File: src/rtl/ext_bus_ctl_pkg.sv
// Shared definitions for the multiplexed AD bus master: FSM states, idle pin levels and a sizing helper.
package ext_bus_ctl_pkg;

  typedef enum logic [2:0] {
    ST_IDLE,
    ST_ADDR,
    ST_TURN,
    ST_DATA,
    ST_REC,
    ST_DONE
  } state_e;

  localparam logic IDLE_STROBE_N = 1'b1;
  localparam logic IDLE_AD_OE    = 1'b0;

  function automatic int max3(input int a, input int b, input int c);
    int m;
    m = (a > b) ? a : b;
    return (m > c) ? m : c;
  endfunction

endpackage

File: src/rtl/ext_bus_ctl_if.sv
// Request handshake plus AD pin group of the external bus master; master = controller side.
interface ext_bus_ctl_if #(
  parameter int DW  = 16,
  parameter int AW  = 32,
  parameter int NLE = 2
) ();

  logic           stb;
  logic           rw;
  logic [AW-1:0]  addr;
  logic [DW-1:0]  dtw;
  logic           bhe;
  logic [DW-1:0]  dtr;
  logic           ack;
  logic           err;
  logic           busy;
  logic [DW-1:0]  ad_o;
  logic [DW-1:0]  ad_i;
  logic           ad_oe;
  logic [NLE-1:0] ale;
  logic           oe_n;
  logic           we_n;
  logic           bhe_n;
  logic           rdy;

  modport master (
    input  stb, rw, addr, dtw, bhe, ad_i, rdy,
    output dtr, ack, err, busy, ad_o, ad_oe, ale, oe_n, we_n, bhe_n
  );

  modport slave (
    output stb, rw, addr, dtw, bhe, ad_i, rdy,
    input  dtr, ack, err, busy, ad_o, ad_oe, ale, oe_n, we_n, bhe_n
  );

endinterface

File: src/rtl/ext_bus_ctl_wait_ctr.sv
// Loadable down-counter for ALE/wait cycles plus a READY-stretch counter saturating at TMO.
// done: down-counter at zero (final cycle of the phase); timeout: TMO stretched cycles seen.
module ext_bus_wait_ctr #(
  parameter int CW  = 2,
  parameter int TMO = 15
) (
  input  logic          clk,
  input  logic          reset,
  input  logic          load,
  input  logic [CW-1:0] load_val,
  input  logic          stretch_inc,
  output logic          done,
  output logic          timeout
);

  localparam int SW = $clog2(TMO + 1);

  logic [CW-1:0] cnt_q, cnt_d;
  logic [SW-1:0] stretch_q, stretch_d;

  always_comb begin
    cnt_d     = cnt_q;
    stretch_d = stretch_q;
    if (load) begin
      cnt_d     = load_val;
      stretch_d = '0;
    end else begin
      if (cnt_q != '0) cnt_d = cnt_q - 1'b1;
      if (stretch_inc && !timeout) stretch_d = stretch_q + 1'b1;
    end
  end

  always_ff @(posedge clk) begin
    if (reset) begin
      cnt_q     <= '0;
      stretch_q <= '0;
    end else begin
      cnt_q     <= cnt_d;
      stretch_q <= stretch_d;
    end
  end

  assign done    = (cnt_q == '0);
  assign timeout = (stretch_q == SW'(TMO));

endmodule

File: src/rtl/ext_bus_ctl.sv
// Master for the multiplexed external AD bus: one stb/ack request becomes NLE address latch phases plus a
// read or write data phase; READY stretches the data phase up to TMO cycles, then the transfer aborts with err.
module ext_bus_ctl
  import ext_bus_ctl_pkg::*;
#(
  parameter int DW      = 16,
  parameter int AW      = 32,
  parameter int NLE     = 2,
  parameter int ALE_CYC = 1,
  parameter int WAIT_RD = 2,
  parameter int WAIT_WR = 1,
  parameter int TMO     = 15
) (
  input logic          clk,
  input logic          reset,
  ext_bus_ctl_if.master bus
);

  localparam int AXW = NLE * DW;
  localparam int PW  = (NLE > 1) ? $clog2(NLE) : 1;
  localparam int CW  = $clog2(max3(ALE_CYC, WAIT_RD, WAIT_WR) + 1);

  state_e         state_q, state_d;
  logic [PW-1:0]  phase_q, phase_d;
  logic           rw_q, rw_d;
  logic [AXW-1:0] addr_q, addr_d;
  logic [DW-1:0]  dtw_q, dtw_d;
  logic           bhe_q, bhe_d;
  logic [DW-1:0]  rdata_q, rdata_d;
  logic           err_q, err_d;

  logic           ctr_load, ctr_inc, ctr_done, ctr_tmo;
  logic [CW-1:0]  ctr_val;

  logic [DW-1:0]  dtr, ad_o;
  logic [NLE-1:0] ale;
  logic           ack, err, busy, ad_oe, oe_n, we_n, bhe_n;

  ext_bus_wait_ctr #(.CW(CW), .TMO(TMO)) u_wait_ctr (
    .clk        (clk),
    .reset      (reset),
    .load       (ctr_load),
    .load_val   (ctr_val),
    .stretch_inc(ctr_inc),
    .done       (ctr_done),
    .timeout    (ctr_tmo)
  );

  always_ff @(posedge clk) begin
    if (reset) begin
      state_q <= ST_IDLE;
      phase_q <= '0;
      rw_q    <= 1'b0;
      addr_q  <= '0;
      dtw_q   <= '0;
      bhe_q   <= 1'b0;
      rdata_q <= '0;
      err_q   <= 1'b0;
    end else begin
      state_q <= state_d;
      phase_q <= phase_d;
      rw_q    <= rw_d;
      addr_q  <= addr_d;
      dtw_q   <= dtw_d;
      bhe_q   <= bhe_d;
      rdata_q <= rdata_d;
      err_q   <= err_d;
    end
  end

  always_comb begin
    state_d  = state_q;
    phase_d  = phase_q;
    rw_d     = rw_q;
    addr_d   = addr_q;
    dtw_d    = dtw_q;
    bhe_d    = bhe_q;
    rdata_d  = rdata_q;
    err_d    = err_q;
    ctr_load = 1'b0;
    ctr_val  = CW'(ALE_CYC);
    ctr_inc  = 1'b0;
    case (state_q)
      ST_IDLE: begin
        if (bus.stb) begin
          state_d          = ST_ADDR;
          phase_d          = '0;
          rw_d             = bus.rw;
          addr_d           = '0;
          addr_d[AW-1:0]   = bus.addr;
          dtw_d            = bus.dtw;
          bhe_d            = bus.bhe;
          err_d            = 1'b0;
          ctr_load         = 1'b1;
        end
      end
      // Counter at zero marks the ALE hold cycle of the current phase.
      ST_ADDR: begin
        if (ctr_done) begin
          if (phase_q == PW'(NLE - 1)) begin
            if (rw_q) begin
              state_d  = ST_DATA;
              ctr_load = 1'b1;
              ctr_val  = CW'(WAIT_WR);
            end else begin
              state_d = ST_TURN;
            end
          end else begin
            phase_d  = phase_q + 1'b1;
            ctr_load = 1'b1;
          end
        end
      end
      ST_TURN: begin
        state_d  = ST_DATA;
        ctr_load = 1'b1;
        ctr_val  = CW'(WAIT_RD);
      end
      ST_DATA: begin
        if (ctr_done) begin
          if (bus.rdy || ctr_tmo) begin
            state_d = rw_q ? ST_REC : ST_DONE;
            err_d   = !bus.rdy;
            if (!rw_q) rdata_d = bus.ad_i;
          end else begin
            ctr_inc = 1'b1;
          end
        end
      end
      ST_REC:  state_d = ST_DONE;
      ST_DONE: state_d = ST_IDLE;
      default: state_d = ST_IDLE;
    endcase
  end

  always_comb begin
    ack   = 1'b0;
    err   = 1'b0;
    dtr   = '0;
    ad_o  = '0;
    ad_oe = IDLE_AD_OE;
    ale   = '0;
    oe_n  = IDLE_STROBE_N;
    we_n  = IDLE_STROBE_N;
    bhe_n = IDLE_STROBE_N;
    busy  = (state_q != ST_IDLE);
    case (state_q)
      ST_ADDR: begin
        ad_oe = 1'b1;
        ad_o  = addr_q[phase_q*DW +: DW];
        bhe_n = ~bhe_q;
        if (!ctr_done) ale[phase_q] = 1'b1;
      end
      ST_TURN: bhe_n = ~bhe_q;
      ST_DATA: begin
        bhe_n = ~bhe_q;
        if (rw_q) begin
          ad_oe = 1'b1;
          ad_o  = dtw_q;
          we_n  = 1'b0;
        end else begin
          oe_n = 1'b0;
        end
      end
      // Keep driving write data one cycle past the strobe for device hold time.
      ST_REC: begin
        bhe_n = ~bhe_q;
        ad_oe = 1'b1;
        ad_o  = dtw_q;
      end
      ST_DONE: begin
        ack = 1'b1;
        err = err_q;
        dtr = rw_q ? '0 : rdata_q;
      end
      default: ;
    endcase
  end

  assign bus.dtr   = dtr;
  assign bus.ack   = ack;
  assign bus.err   = err;
  assign bus.busy  = busy;
  assign bus.ad_o  = ad_o;
  assign bus.ad_oe = ad_oe;
  assign bus.ale   = ale;
  assign bus.oe_n  = oe_n;
  assign bus.we_n  = we_n;
  assign bus.bhe_n = bhe_n;

endmodule

File: src/flat_wrapper.sv
// flat-port wrapper written by rule: the top's interface ports become plain ports
module ext_bus_ctl_flat import ext_bus_ctl_pkg::*;
#(
  parameter int DW      = 16,
  parameter int AW      = 32,
  parameter int NLE     = 2,
  parameter int ALE_CYC = 1,
  parameter int WAIT_RD = 2,
  parameter int WAIT_WR = 1,
  parameter int TMO     = 15
)
  (clk, reset, bus_stb, bus_rw, bus_addr, bus_dtw, bus_bhe, bus_ad_i, bus_rdy, bus_dtr, bus_ack, bus_err, bus_busy, bus_ad_o, bus_ad_oe, bus_ale, bus_oe_n, bus_we_n, bus_bhe_n);
  ext_bus_ctl_if #(.DW(DW), .AW(AW), .NLE(NLE)) bus_i ();
  input logic clk;
  input logic reset;
  input wire logic [$bits(bus_i.stb)-1:0] bus_stb;
  input wire logic [$bits(bus_i.rw)-1:0] bus_rw;
  input wire logic [$bits(bus_i.addr)-1:0] bus_addr;
  input wire logic [$bits(bus_i.dtw)-1:0] bus_dtw;
  input wire logic [$bits(bus_i.bhe)-1:0] bus_bhe;
  input wire logic [$bits(bus_i.ad_i)-1:0] bus_ad_i;
  input wire logic [$bits(bus_i.rdy)-1:0] bus_rdy;
  output wire logic [$bits(bus_i.dtr)-1:0] bus_dtr;
  output wire logic [$bits(bus_i.ack)-1:0] bus_ack;
  output wire logic [$bits(bus_i.err)-1:0] bus_err;
  output wire logic [$bits(bus_i.busy)-1:0] bus_busy;
  output wire logic [$bits(bus_i.ad_o)-1:0] bus_ad_o;
  output wire logic [$bits(bus_i.ad_oe)-1:0] bus_ad_oe;
  output wire logic [$bits(bus_i.ale)-1:0] bus_ale;
  output wire logic [$bits(bus_i.oe_n)-1:0] bus_oe_n;
  output wire logic [$bits(bus_i.we_n)-1:0] bus_we_n;
  output wire logic [$bits(bus_i.bhe_n)-1:0] bus_bhe_n;
  assign bus_i.stb = bus_stb;
  assign bus_i.rw = bus_rw;
  assign bus_i.addr = bus_addr;
  assign bus_i.dtw = bus_dtw;
  assign bus_i.bhe = bus_bhe;
  assign bus_i.ad_i = bus_ad_i;
  assign bus_i.rdy = bus_rdy;
  assign bus_dtr = bus_i.dtr;
  assign bus_ack = bus_i.ack;
  assign bus_err = bus_i.err;
  assign bus_busy = bus_i.busy;
  assign bus_ad_o = bus_i.ad_o;
  assign bus_ad_oe = bus_i.ad_oe;
  assign bus_ale = bus_i.ale;
  assign bus_oe_n = bus_i.oe_n;
  assign bus_we_n = bus_i.we_n;
  assign bus_bhe_n = bus_i.bhe_n;
  ext_bus_ctl #(.DW(DW), .AW(AW), .NLE(NLE), .ALE_CYC(ALE_CYC), .WAIT_RD(WAIT_RD), .WAIT_WR(WAIT_WR), .TMO(TMO)) u_core (.clk(clk), .reset(reset), .bus(bus_i));
endmodule
File: config.mk
export PLATFORM = sky130hd
export DESIGN_NAME = ext_bus_ctl_flat
export DESIGN_NICKNAME = d
export VERILOG_FILES = /design/src/rtl/ext_bus_ctl_pkg.sv /design/src/rtl/ext_bus_ctl_if.sv /design/src/rtl/ext_bus_ctl_wait_ctr.sv /design/src/rtl/ext_bus_ctl.sv /design/src/flat_wrapper.sv
export SDC_FILE = /design/constraint.sdc
export NUM_CORES = 1
export LEC_CHECK = 0
export BUFFER_PORTS_ARGS = -buffer_cell sky130_fd_sc_hd__buf_2
export CAP_MARGIN = 20
export CORE_MARGIN = 2
export CORE_UTILIZATION = 45
export DETAILED_ROUTE_END_ITERATION = 8
export PLACE_DENSITY = 0.72
export SYNTH_ARGS = -nofsm -noshare
export SYNTH_HDL_FRONTEND = slang
export SYNTH_HIERARCHICAL = 1
export SYNTH_SLANG_ARGS = --single-unit
File: constraint.sdc
create_clock -name clk -period 2.9 [get_ports clk]
set_clock_uncertainty 0.15 [all_clocks]
set_input_delay 0 -clock clk [delete_from_list [all_inputs] [get_ports clk]]
set_output_delay 0 -clock clk [all_outputs]
set_load 0.01 [all_outputs]
Word level (Yosys, flattened, before mapping)
Index checks and enable logic that the tools add are counted.

cells by class
  add/sub/neg operators = 3
  multiply operators = 0
  divide/modulo/power cells = 0
  order comparisons = 2
  eq/ne operators = 11
  shift-type cells = 1
  mux-type cells = 41
  bitwise operators = 2
  reductions and logical operators = 20

operator list
  kind                                                                   count
  16-bit 2-to-1 mux                                                      3
  16-bit case mux with 3 select lines                                    1
  32-bit by 6-bit indexed part select with 16-bit output                 1
  1-bit 2-to-1 mux                                                       21
  3-bit 2-to-1 mux                                                       5
  3-bit case mux with 5 select lines                                     1
  2-bit 2-to-1 mux                                                       5
  2-bit by 1-bit != test with 1-bit output, second input constant        4
  4-bit AND reduction                                                    2
  2-bit nonzero test                                                     4
  3-bit by 2-bit equality test with 1-bit output, second input constant  2
  3-bit equality test, second input constant                             2
  1-bit case mux with 2 select lines                                     3
  5-bit AND reduction                                                    1
  4-bit by 1-bit adder with 4-bit output, second input constant          1
  4-bit equality test, second input constant                             1
  2-bit OR reduction                                                     2
  4-bit OR reduction                                                     1
  3-bit by 1-bit equality test with 1-bit output, second input constant  1
  3-bit zero test                                                        1
  1-bit case mux with 3 select lines                                     1
  3-bit AND reduction                                                    1
  3-bit nonzero test                                                     1
  1-bit logical AND                                                      2
  other kinds (11)                                                       13

storage, ports and cells
  register bits after elaboration = 77
  bits in latches = 0
  bits in writable memories = 0
  ROM bits = 0
  bits of input ports = 70
  output and inout bits = 41
  memories = 0

Longest topological paths before layout
Gate-level depths: netlist (run 1).

  depth after elaboration = 6
  gate-level depth with buffers = 8
  gate-level depth less buffers = 7

By module
The synthesis (run 1) kept the hierarchy.

by module, submodules not included
  module            instances  cells an instance  area each (sq um)
  ext_bus_ctl       1          395                3,246.9
  ext_bus_wait_ctr  1          33                 315.3

Worst setup path after synthesis (run 1)
No wires, ideal clock.

  path type = reg-to-reg
  start point = register u_core.u_wait_ctr.cnt_q[0]
  end point = register u_core.u_wait_ctr.stretch_q[2]
  library setup time = 0.104 ns
  arrival time = 1.758 ns
  data required time = 2.646 ns
  slack = 0.889 ns
  stages on the path, launching flop included = 8
  buffers on the path = 1
  cell sequence = dfxtp_1 -> inv_1 -> ha_1 -> buf_2 -> nand4b_2 -> nor3_1 -> a21oi_1 -> a2111oi_2

between the ends
  longest elaborated chain between the ends = 4

ends and longest elaborated chain
  item                      RTL line                    RTL
  start: declaration        ext_bus_ctl_wait_ctr.sv:18  logic [CW-1:0] cnt_q, cnt_d;
  start signal: assignment  ext_bus_ctl_wait_ctr.sv:38  cnt_q <= cnt_d;
  2-bit zero test           ext_bus_ctl_wait_ctr.sv:43  assign done = (cnt_q == '0);
  net u_core.ctr_done       ext_bus_ctl.sv:32           logic ctr_load, ctr_inc, ctr_done, ctr_tmo;
  1-bit 2-to-1 mux          ext_bus_ctl.sv:120          if (ctr_done) begin
  1-bit 2-to-1 mux          ext_bus_ctl.sv:83           case (state_q)
  net u_core.ctr_inc        ext_bus_ctl.sv:32
  1-bit logical AND         ext_bus_ctl_wait_ctr.sv:29  if (stretch_inc && !timeout) stretch_d = stretch_q + 1'b1;
  end signal: assignment    ext_bus_ctl_wait_ctr.sv:39  stretch_q <= stretch_d;
  end: declaration          ext_bus_ctl_wait_ctr.sv:19  logic [SW-1:0] stretch_q, stretch_d;

The timed path passes the listed nets, and every way through them passes these cells.
A chain may end at the register's enable or synchronous reset.

Worst setup path in the final report (run 1)
  start point = register u_core.state_q[0]
  end point = output bus_ad_o[5]

between the ends
  longest elaborated chain between the ends = 2

ends and longest elaborated chain
  item                                         RTL line            RTL
  start: declaration                           ext_bus_ctl.sv:23   state_e state_q, state_d;
  start signal: assignment                     ext_bus_ctl.sv:60   state_q <= state_d;
  3-bit equality test (tied with other cells)  ext_bus_ctl.sv:147  case (state_q)
  16-bit case mux with 3 select lines *        ext_bus_ctl.sv:147
  end: declaration                             flat_wrapper.sv:27  output wire logic [$bits(bus_i.ad_o)-1:0] bus_ad_o;

Mark *: on every way between the ends. The rest lies on a longest branch, timed or not.

==> impl_summary.log, run 1 <==
[metrics] number of top-level pins: 111
[metrics] CTS Buffer Depth: 2
[metrics] layout cells sized above 1: 0.235
[metrics] worst hold slack: ~0.14 ns
[metrics] sequential element share of the synthesized area: 0.433
[metrics] number of synthesized flops with an enable pin: 0
[metrics] Min Clock Period, post-route: roughly 2.3 ns
[metrics] Total Routing Usage GR: 0.227
[metrics] Max H-tree Level: 3
[metrics] max-slew violation total from the final report: 0
[metrics] Die Y: 93.0 µm
[metrics] Critical Path, Cell by Cell: or3b_1 -> o2bb2ai_1 -> buf_2
[metrics] die area: 0.00864 mm²
[metrics] wire length of the first global-routing pass: about 16 mm
[metrics] number of violations reported at the end of detailed-routing iteration 0: 151
[metrics] total cell area at the placement stage: roughly 0.004 mm²
[metrics] Async S/R FF share, synth: 0
[metrics] FMAX: 428 MHz
[metrics] yosys synthesis warning count: 6
[metrics] critical path endpoint category: output pin
[metrics] result of the run: finished clean
[metrics] Cell Area, Synth: about 0.0036 mm²
[metrics] via/cell ratio: 4.94
[metrics] final worst path period share: 0.805
[metrics] final net count: 662
[metrics] Max stage delay on crit path: 0.72 ns
[metrics] clock latency at the later pin of the worst-skew pair: about 0.34 ns
[metrics] maximum net fanout on the critical path: 18
[metrics] unrepaired setup endpoints after global routing: false
[metrics] standard-cell row count: 32
[metrics] drt total wl: roughly 9.4 mm
[metrics] remaining max-slew budget at the tightest pin: 0.407
[metrics] diode insertion count for antenna repair: 0
[metrics] Final Wtd Congestion: 0.746
[metrics] syn nets: 500
[metrics] count of distinct cell types in the synthesized netlist: 46
[metrics] number of clock sinks: between 70 and 80
[metrics] number of global-route vias before repair: around 3400
[metrics] core outline area: 0.00769 mm²
[metrics] post-route design area: 0.00499 mm²
[metrics] kind of start point of the critical path: flop
[metrics] vias after detailed routing: 3442
[metrics] clock root cell: clkbuf_8
[metrics] synthesized area per cell: around 8.3 µm²
[metrics] power per cell area: 493 mW/mm²
[metrics] HPWL reported at the end of detailed placement: about 5.6 mm
[metrics] worst setup slack after placement: 0.675 ns
[metrics] Pre-Repair DR Iteration Count: 4
[metrics] Synth-to-Final Area Change: 40.0%
[metrics] max-cap violation count: 0
[metrics] classification of the worst-slack hold path: primary input to flop
[metrics] post-detailed-route DRC marker count: 0
[metrics] number of input and output port buffers inserted: 110
[metrics] post-CTS setup repair buffer count: 0
[metrics] antenna violations before repair: 0
[metrics] worst-case vdd ir drop: about 350 µV
[metrics] number of flip-flops and latches in the synthesized netlist: between 70 and 80
[metrics] Wirelength per Cell: 13.5 µm
[metrics] leakage power figure: 2.09 nW
[metrics] remaining number of nets flagged by the antenna check after routing: 0
[metrics] Least-Margin Pin Slew: 0.888 ns
[metrics] number of instances in the synthesized netlist: 428
[metrics] Arr. time, crit path: 2.18 ns
[metrics] Total Negative Setup Slacks: 0 ns
[metrics] most common cell after layout, fill and taps aside: nand2_1
[metrics] total count of hold-check failures in the final report: 0
[metrics] pin count of the biggest net entering global routing: 61
[metrics] Initial Utilization: 0.463
[metrics] most frequently used flop master after synthesis: dfxtp_1
[metrics] Reg2Reg Setup Slack: 0.62 ns
[metrics] number of instances in the placed design: 613
[metrics] Fill cells: between 600 and 700
[metrics] most frequent cells in the layout: nand2_1, buf_2, dfxtp_1, dlygate4sd3_1, a21oi_1
[metrics] Reg clk slew, reported paths: ~0.07 ns
[metrics] critical path type: flop to output pin
[metrics] final setup margin: 0.566 ns
[metrics] DIE WIDTH: 93.0 µm
[metrics] final standard cell count with taps included and fillers excluded: about 700
[metrics] TritonCTS clock tree: yes
[metrics] grt total ovfl: 0
[metrics] Num CTS Buffers: 9
[metrics] cell type of the slowest stage on the worst timing path: or3b_1
[metrics] final count of negative-setup-slack endpoints: 0
[metrics] Required @ worst endpoint: 2.75 ns
state kept, by name (all words and copies together), names as in the netlist:
signal and cells:
u_core/addr_q 32, u_core/bhe_q 1, u_core/dtw_q 16, u_core/err_q 1, u_core/phase_q 1, u_core/rdata_q 16, u_core/rw_q 1, u_core/state_q 3
u_core/u_wait_ctr/cnt_q 2, u_core/u_wait_ctr/stretch_q 4
path summary, 6_finish.rpt:
path | startpoint | end | cells past startpoint
setup reg to reg | u_core/u_wait_ctr/cnt_q[0] | u_core/u_wait_ctr/stretch_q[3] | 7
hold / removal | reset | u_core/u_wait_ctr/cnt_q[0] | 3
hold reg to reg | u_core/rdata_q[3] | u_core/rdata_q[3] | 2
setup / recovery | u_core/state_q[0] | bus_ad_o[5] | 3
metal layers:
metal,global-route usage,vias up,wire [µm]
met2,0.393,106,4710
met1,0.281,1561,4140
met5,0,-,0
met4,0.0809,0,45
met3,0.0451,4,509
li1,-,1771,-
worst max-delay path: cells and delay by family (launching register included):
family | cells | cell delay [ns]
simple gates | 1 | 0.72
buf+inv | 1 | 0.17
flops | 1 | 0.65
compound gates | 1 | 0.30
through the flow:
step | utilization | total power [mW]
after floorplan | - | 1.42
after global placement | 0.531 | 1.50
after detailed placement | 0.531 | 1.52
after CTS | 0.649 | 2.49
after global routing | 0.649 | 2.59
final | 0.649 | 2.46
area by class of cell:
| class | count | area, µm² | area share |
|---|---|---|---|
| tap | 102 | 128 | 0.0256 |
| sequential | 77 | 1540 | 0.309 |
| inverter | 4 | 15.0 | 0.00301 |
| timing repair buffer | 184 | 1280 | 0.256 |
| clock inverter | 5 | 83.8 | 0.0168 |
| clock buffer | 11 | 141 | 0.0284 |
| multi-input combinational | 314 | 1800 | 0.361 |
cells in the mapped netlist (all sizes together) (3+ instances only):
| cell type | n | share of area |
|---|---|---|
| and2 | 17 | 0.030 |
| o21ai | 3 | 0.0042 |
| inv | 4 | 0.0042 |
| dfxtp | 77 | 0.43 |
| o2bb2ai | 16 | 0.039 |
| nand3 | 4 | 0.0056 |
| a21oi | 54 | 0.076 |
| clkbuf | 10 | 0.011 |
| buf | 23 | 0.047 |
| nor3 | 4 | 0.0088 |
| nor3b | 3 | 0.0063 |
| nand2b | 3 | 0.0074 |
| nand2 | 140 | 0.15 |
| nor2 | 6 | 0.0063 |
| mux2i | 35 | 0.098 |
report_power, final:
group	switching [mW]	internal (mW)	leakage, nW
Sequential	0.0355	1.11	0.628
Clock	0.385	0.510	0.106
Combinational	0.217	0.201	1.35
timing repair:
action	4_1_cts	5_1_grt
endpoints found under the hold margin	73	0
gates resized for setup	0	0
hold buffers	68	0
cell families (layout without fill, tap and decap cells):
kind of cell | after synthesis | after routing | synth area share
AOI/OAI and AO/OA | 84 | 84 | 0.145
muxes | 35 | 35 | 0.0984
buffers and inverters | 37 | 204 | 0.0618
DFF | 77 | 77 | 0.433
adders and majority gates | 2 | 2 | 0.00702
xor gates and xnor gates | 1 | 1 | 0.00246
and+or+nand+nor | 192 | 192 | 0.253
Power figures use the tool's default switching activity.
==> run 2, diff against run 1 <==
ABC_AREA = 1   (was default)
PLACE_DENSITY = 0.74   (was 0.72)
clock period = 2 ns   (was 2.9 ns; I/O delays follow)
==> impl_summary.log, run 2 <==
[metrics] result of the run: finished clean (unchanged)
[metrics] HPWL reported at the end of detailed placement: 5.91 mm (was 5.56 mm)
[metrics] Total Routing Usage GR: 0.236 (was 0.227)
[metrics] post-route design area: 0.00505 mm² (was 0.00499 mm²)
[metrics] clock latency at the later pin of the worst-skew pair: 0.35 ns (was 0.34 ns)
[metrics] max-slew violation total from the final report: 0 (unchanged)
[metrics] critical path type: flop to flop (was flop to output pin)
[metrics] CTS Buffer Depth: 2 (unchanged)
[metrics] TritonCTS clock tree: yes (unchanged)
[metrics] Critical Path, Cell by Cell: ha_1 -> nand3_2 -> inv_1 -> nor2_1 -> inv_1 -> nor2_1 -> inv_1 -> nor2_2 -> nand2_2 -> o21ai_0 -> nor2_1 (was or3b_1 -> o2bb2ai_1 -> buf_2)
[metrics] standard-cell row count: 32 (unchanged)
[metrics] clock root cell: clkbuf_8 (unchanged)
[metrics] Pre-Repair DR Iteration Count: 4 (unchanged)
[metrics] cell internal power dissipation: 3.39 mW (was 1.82 mW)
[metrics] number of global-route vias before repair: 3724 (was 3410)
[metrics] Min Clock Period, post-route: 1.85 ns
[metrics] DIE WIDTH: 93.0 µm (about the same)
[metrics] critical path endpoint category: flop (was output pin)
[metrics] gate family responsible for the most delay along the worst path: simple AND/OR/NAND/NOR gates (unchanged)
[metrics] FMAX: 540 MHz
[metrics] share of the synthesized area in the top cell type: 0.432 (was 0.433)
[metrics] register with the most flip-flops: u_core/addr_q (unchanged)
[metrics] pin count of the biggest net entering global routing: 102 (was 61)
[metrics] Wirelength per Cell: 12.8 µm (was 13.5 µm)
[metrics] Top Registers: u_core/addr_q (32), u_core/dtw_q (16), u_core/rdata_q (16) (unchanged)
[metrics] max-cap violation count: 0 (unchanged)
[metrics] Max H-tree Level: 3 (unchanged)
[metrics] wire length of the first global-routing pass: 16.4 mm (was 15.7 mm)
[metrics] Initial Utilization: 0.464 (was 0.463)
[metrics] Synth-to-Final Area Change: 41.5% (was 40.0%)
[metrics] Final Wtd Congestion: 0.918 (was 0.746)
[metrics] number of top-level pins: 111 (unchanged)
[metrics] final net count: 728 (was 662)
[metrics] total buffers and inverters traversed by the critical path: 3 (was 1)
[metrics] net switching fraction of the power: 0.362 (was 0.259)
[metrics] switching power total: 1.92 mW (was 0.637 mW)
[metrics] classification of the worst-slack hold path: primary input to flop (unchanged)
[metrics] number of instances in the synthesized netlist: 488 (was 428)
[metrics] Arr. time, crit path: 1.95 ns (was 2.18 ns)
[metrics] library cell with the largest summed area after synthesis: dfxtp_1 (unchanged)
[metrics] grt total ovfl: 0 (unchanged)
[metrics] Num CTS Buffers: 9 (unchanged)
[metrics] most frequently used flop master after synthesis: dfxtp_1 (unchanged)
[metrics] die area: 0.00866 mm² (was 0.00864 mm²)
[metrics] Least-Margin Pin Slew: 0.408 ns (was 0.888 ns)
[metrics] syn nets: 560 (was 500)
[metrics] vias after detailed routing: 3708 (was 3442)
[metrics] Total Negative Setup Slacks: 0 ns (unchanged)
[metrics] Cell Area, Synth: 0.00357 mm² (was 0.00356 mm²)
[metrics] total cell area at the placement stage: 0.00412 mm² (was 0.00408 mm²)
[metrics] drt total wl: 9.76 mm (was 9.41 mm)
[metrics] antenna violations before repair: 0 (unchanged)
[metrics] most numerous cell in the Yosys netlist: inv_1 (was nand2_1)
[metrics] sequential element share of the synthesized area: 0.432 (was 0.433)
[metrics] via/cell ratio: 4.86 (was 4.94)
[metrics] cell type of the slowest stage on the worst timing path: dfxtp_1 (was or3b_1)
[metrics] Fill cells: 665 (was 647)
[metrics] synthesized area per cell: 7.31 µm² (was 8.32 µm²)
[metrics] Max stage delay on crit path: 0.35 ns (was 0.72 ns)
[metrics] post-CTS setup repair buffer count: 0 (unchanged)
[metrics] power per cell area: 1050 mW/mm² (was 493 mW/mm²)
[metrics] most numerous cell types in the synthesized netlist: inv_1, dfxtp_1, a21oi_1 (was nand2_1, dfxtp_1, a21oi_1, mux2i_1, and2_1)
[metrics] remaining number of nets flagged by the antenna check after routing: 0 (unchanged)
[metrics] Die Y: 93.0 µm (about the same)
[metrics] kind of start point of the critical path: flop (unchanged)
[metrics] flip-flop count of the largest register after layout: 32 (unchanged)
[metrics] count of distinct cell types in the synthesized netlist: 28 (was 46)
[metrics] Async S/R FF share, synth: 0 (unchanged)
[metrics] unrepaired setup endpoints after global routing: false (unchanged)
[metrics] worst-case vdd ir drop: 634 µV (was 352 µV)
[metrics] post-detailed-route DRC marker count: 0 (unchanged)
[metrics] largest cells by area after synthesis: dfxtp_1, a21oi_1, inv_1 (was dfxtp_1, nand2_1, mux2i_1)
[metrics] most common cell after layout, fill and taps aside: buf_2 (was nand2_1)
[metrics] diode insertion count for antenna repair: 0 (unchanged)
[metrics] maximum net fanout on the critical path: 4 (was 18)
[metrics] final worst path period share: 0.926
[metrics] remaining max-slew budget at the tightest pin: 0.728 (was 0.407)
[metrics] number of synthesized flops with an enable pin: 0 (unchanged)
[metrics] yosys synthesis warning count: 6 (unchanged)
[metrics] Required @ worst endpoint: 2.10 ns (was 2.75 ns)
[metrics] total count of hold-check failures in the final report: 0 (unchanged)
[metrics] proportion of power drawn by the clock network: 0.250 (was 0.364)
[metrics] proportion of power drawn by flip-flops and latches: 0.385 (was 0.467)
[metrics] number of input and output port buffers inserted: 110 (unchanged)
[metrics] number of flip-flops and latches in the synthesized netlist: 77 (unchanged)
[metrics] layout cells sized above 1: 0.239 (was 0.235)
[metrics] number of clock sinks: 77 (unchanged)
[metrics] core outline area: 0.00769 mm² (unchanged)
[metrics] number of violations reported at the end of detailed-routing iteration 0: 192 (was 151)
[metrics] worst hold slack: 0.295 ns (was 0.135 ns)
[metrics] combinational group share of total power: 0.365 (was 0.170)
[metrics] final count of negative-setup-slack endpoints: 0 (unchanged)
[metrics] Reg clk slew, reported paths: 0.08 ns (was 0.07 ns)
[metrics] leakage power figure: 2.28 nW (was 2.09 nW)
[metrics] most frequent cells in the layout: buf_2, inv_1, dfxtp_1, a21oi_1, dlygate4sd3_1 (was nand2_1, buf_2, dfxtp_1, dlygate4sd3_1, a21oi_1)
run 2: changes by cell type after synthesis, sizes merged, moves of 12 or more:
cell     delta
a21oi      +16
and2       -16
inv        +84
mux2i      -35
nand2      -92
nand3      +12
nor2       +41
o21ai      +85
o22ai      +15
o2bb2ai    -16
run 2: cell type report:
class,count,area [µm²],area share
clock buffers,13,159,0.0315
clock inverters,3,67.6,0.0134
inverters,89,337,0.0667
multi-input cells,292,1500,0.296
flip-flops and latches,77,1550,0.307
well taps,102,128,0.0253
repair buffers,187,1310,0.260
run 2: logic make-up (layout without fill, tap and decap cells):
family | after synthesis | after routing | share of synthesized area
adders and majority gates | 2 | 2 | 0.00701
DFF | 77 | 77 | 0.432
AOI/OAI and AO/OA | 174 | 174 | 0.259
buffers and inverters | 119 | 292 | 0.151
and+or+nand+nor | 116 | 116 | 0.151
run 2: final timing paths:
path,to,slack (ns),from,depth (start not counted)
worst min register to register,u_core/addr_q[19],0.30,u_core/addr_q[19],2
worst max-delay path,u_core/u_wait_ctr/stretch_q[1],0.15,u_core/u_wait_ctr/stretch_q[1],11
worst max register to register,u_core/u_wait_ctr/stretch_q[1],0.15,u_core/u_wait_ctr/stretch_q[1],11
worst min-delay path,u_core/phase_q,0.30,reset,3
run 2: stage by stage:
step | power, mW | util | std cells | worst slack, ns
after detailed placement | 3.86 | 0.535 | 678 | 0.0777
final | 5.31 | 0.657 | 763 | 0.148
after CTS | 5.30 | 0.655 | 763 | 0.0549
after global routing | 5.70 | 0.657 | 763 | 0.00221
after floorplan | 3.45 | - | 488 | 0.255
after global placement | 3.79 | 0.535 | 678 | 0.197
run 2: repair_timing:
action / 4_1_cts / 5_1_grt
setup endpoints to repair: 11 / 14
hold endpoints to repair: 76 / 0
pin swaps: 0 / 0
gates resized for setup: 2 / 4
hold buffers: 69 / 0
run 2: power by group through the flow:
stage / clock (mW) / sequential [mW] / combinational [mW]
6_report: 1.33 / 2.05 / 1.94
5_1_grt: 1.42 / 2.08 / 2.20
3_5_place_dp: 0 / 2.07 / 1.79
4_1_cts: 1.35 / 2.04 / 1.91
2_1_floorplan: 0 / 1.99 / 1.46
3_3_place_gp: 0 / 2.05 / 1.74
run 2: routing by layer:
layer,track usage,part of all wire,vias to the layer above
li1,-,-,1922
met3,0.0395,0.053,21
met4,0.109,0.022,0
met1,0.278,0.41,1649
met5,0,0,-
met2,0.418,0.52,116
run 2: tightest hold or removal path: stages:
cell and delay (ns):
dlygate4sd3_1 0.52, buf_2 0.17, nor2_1 0.06
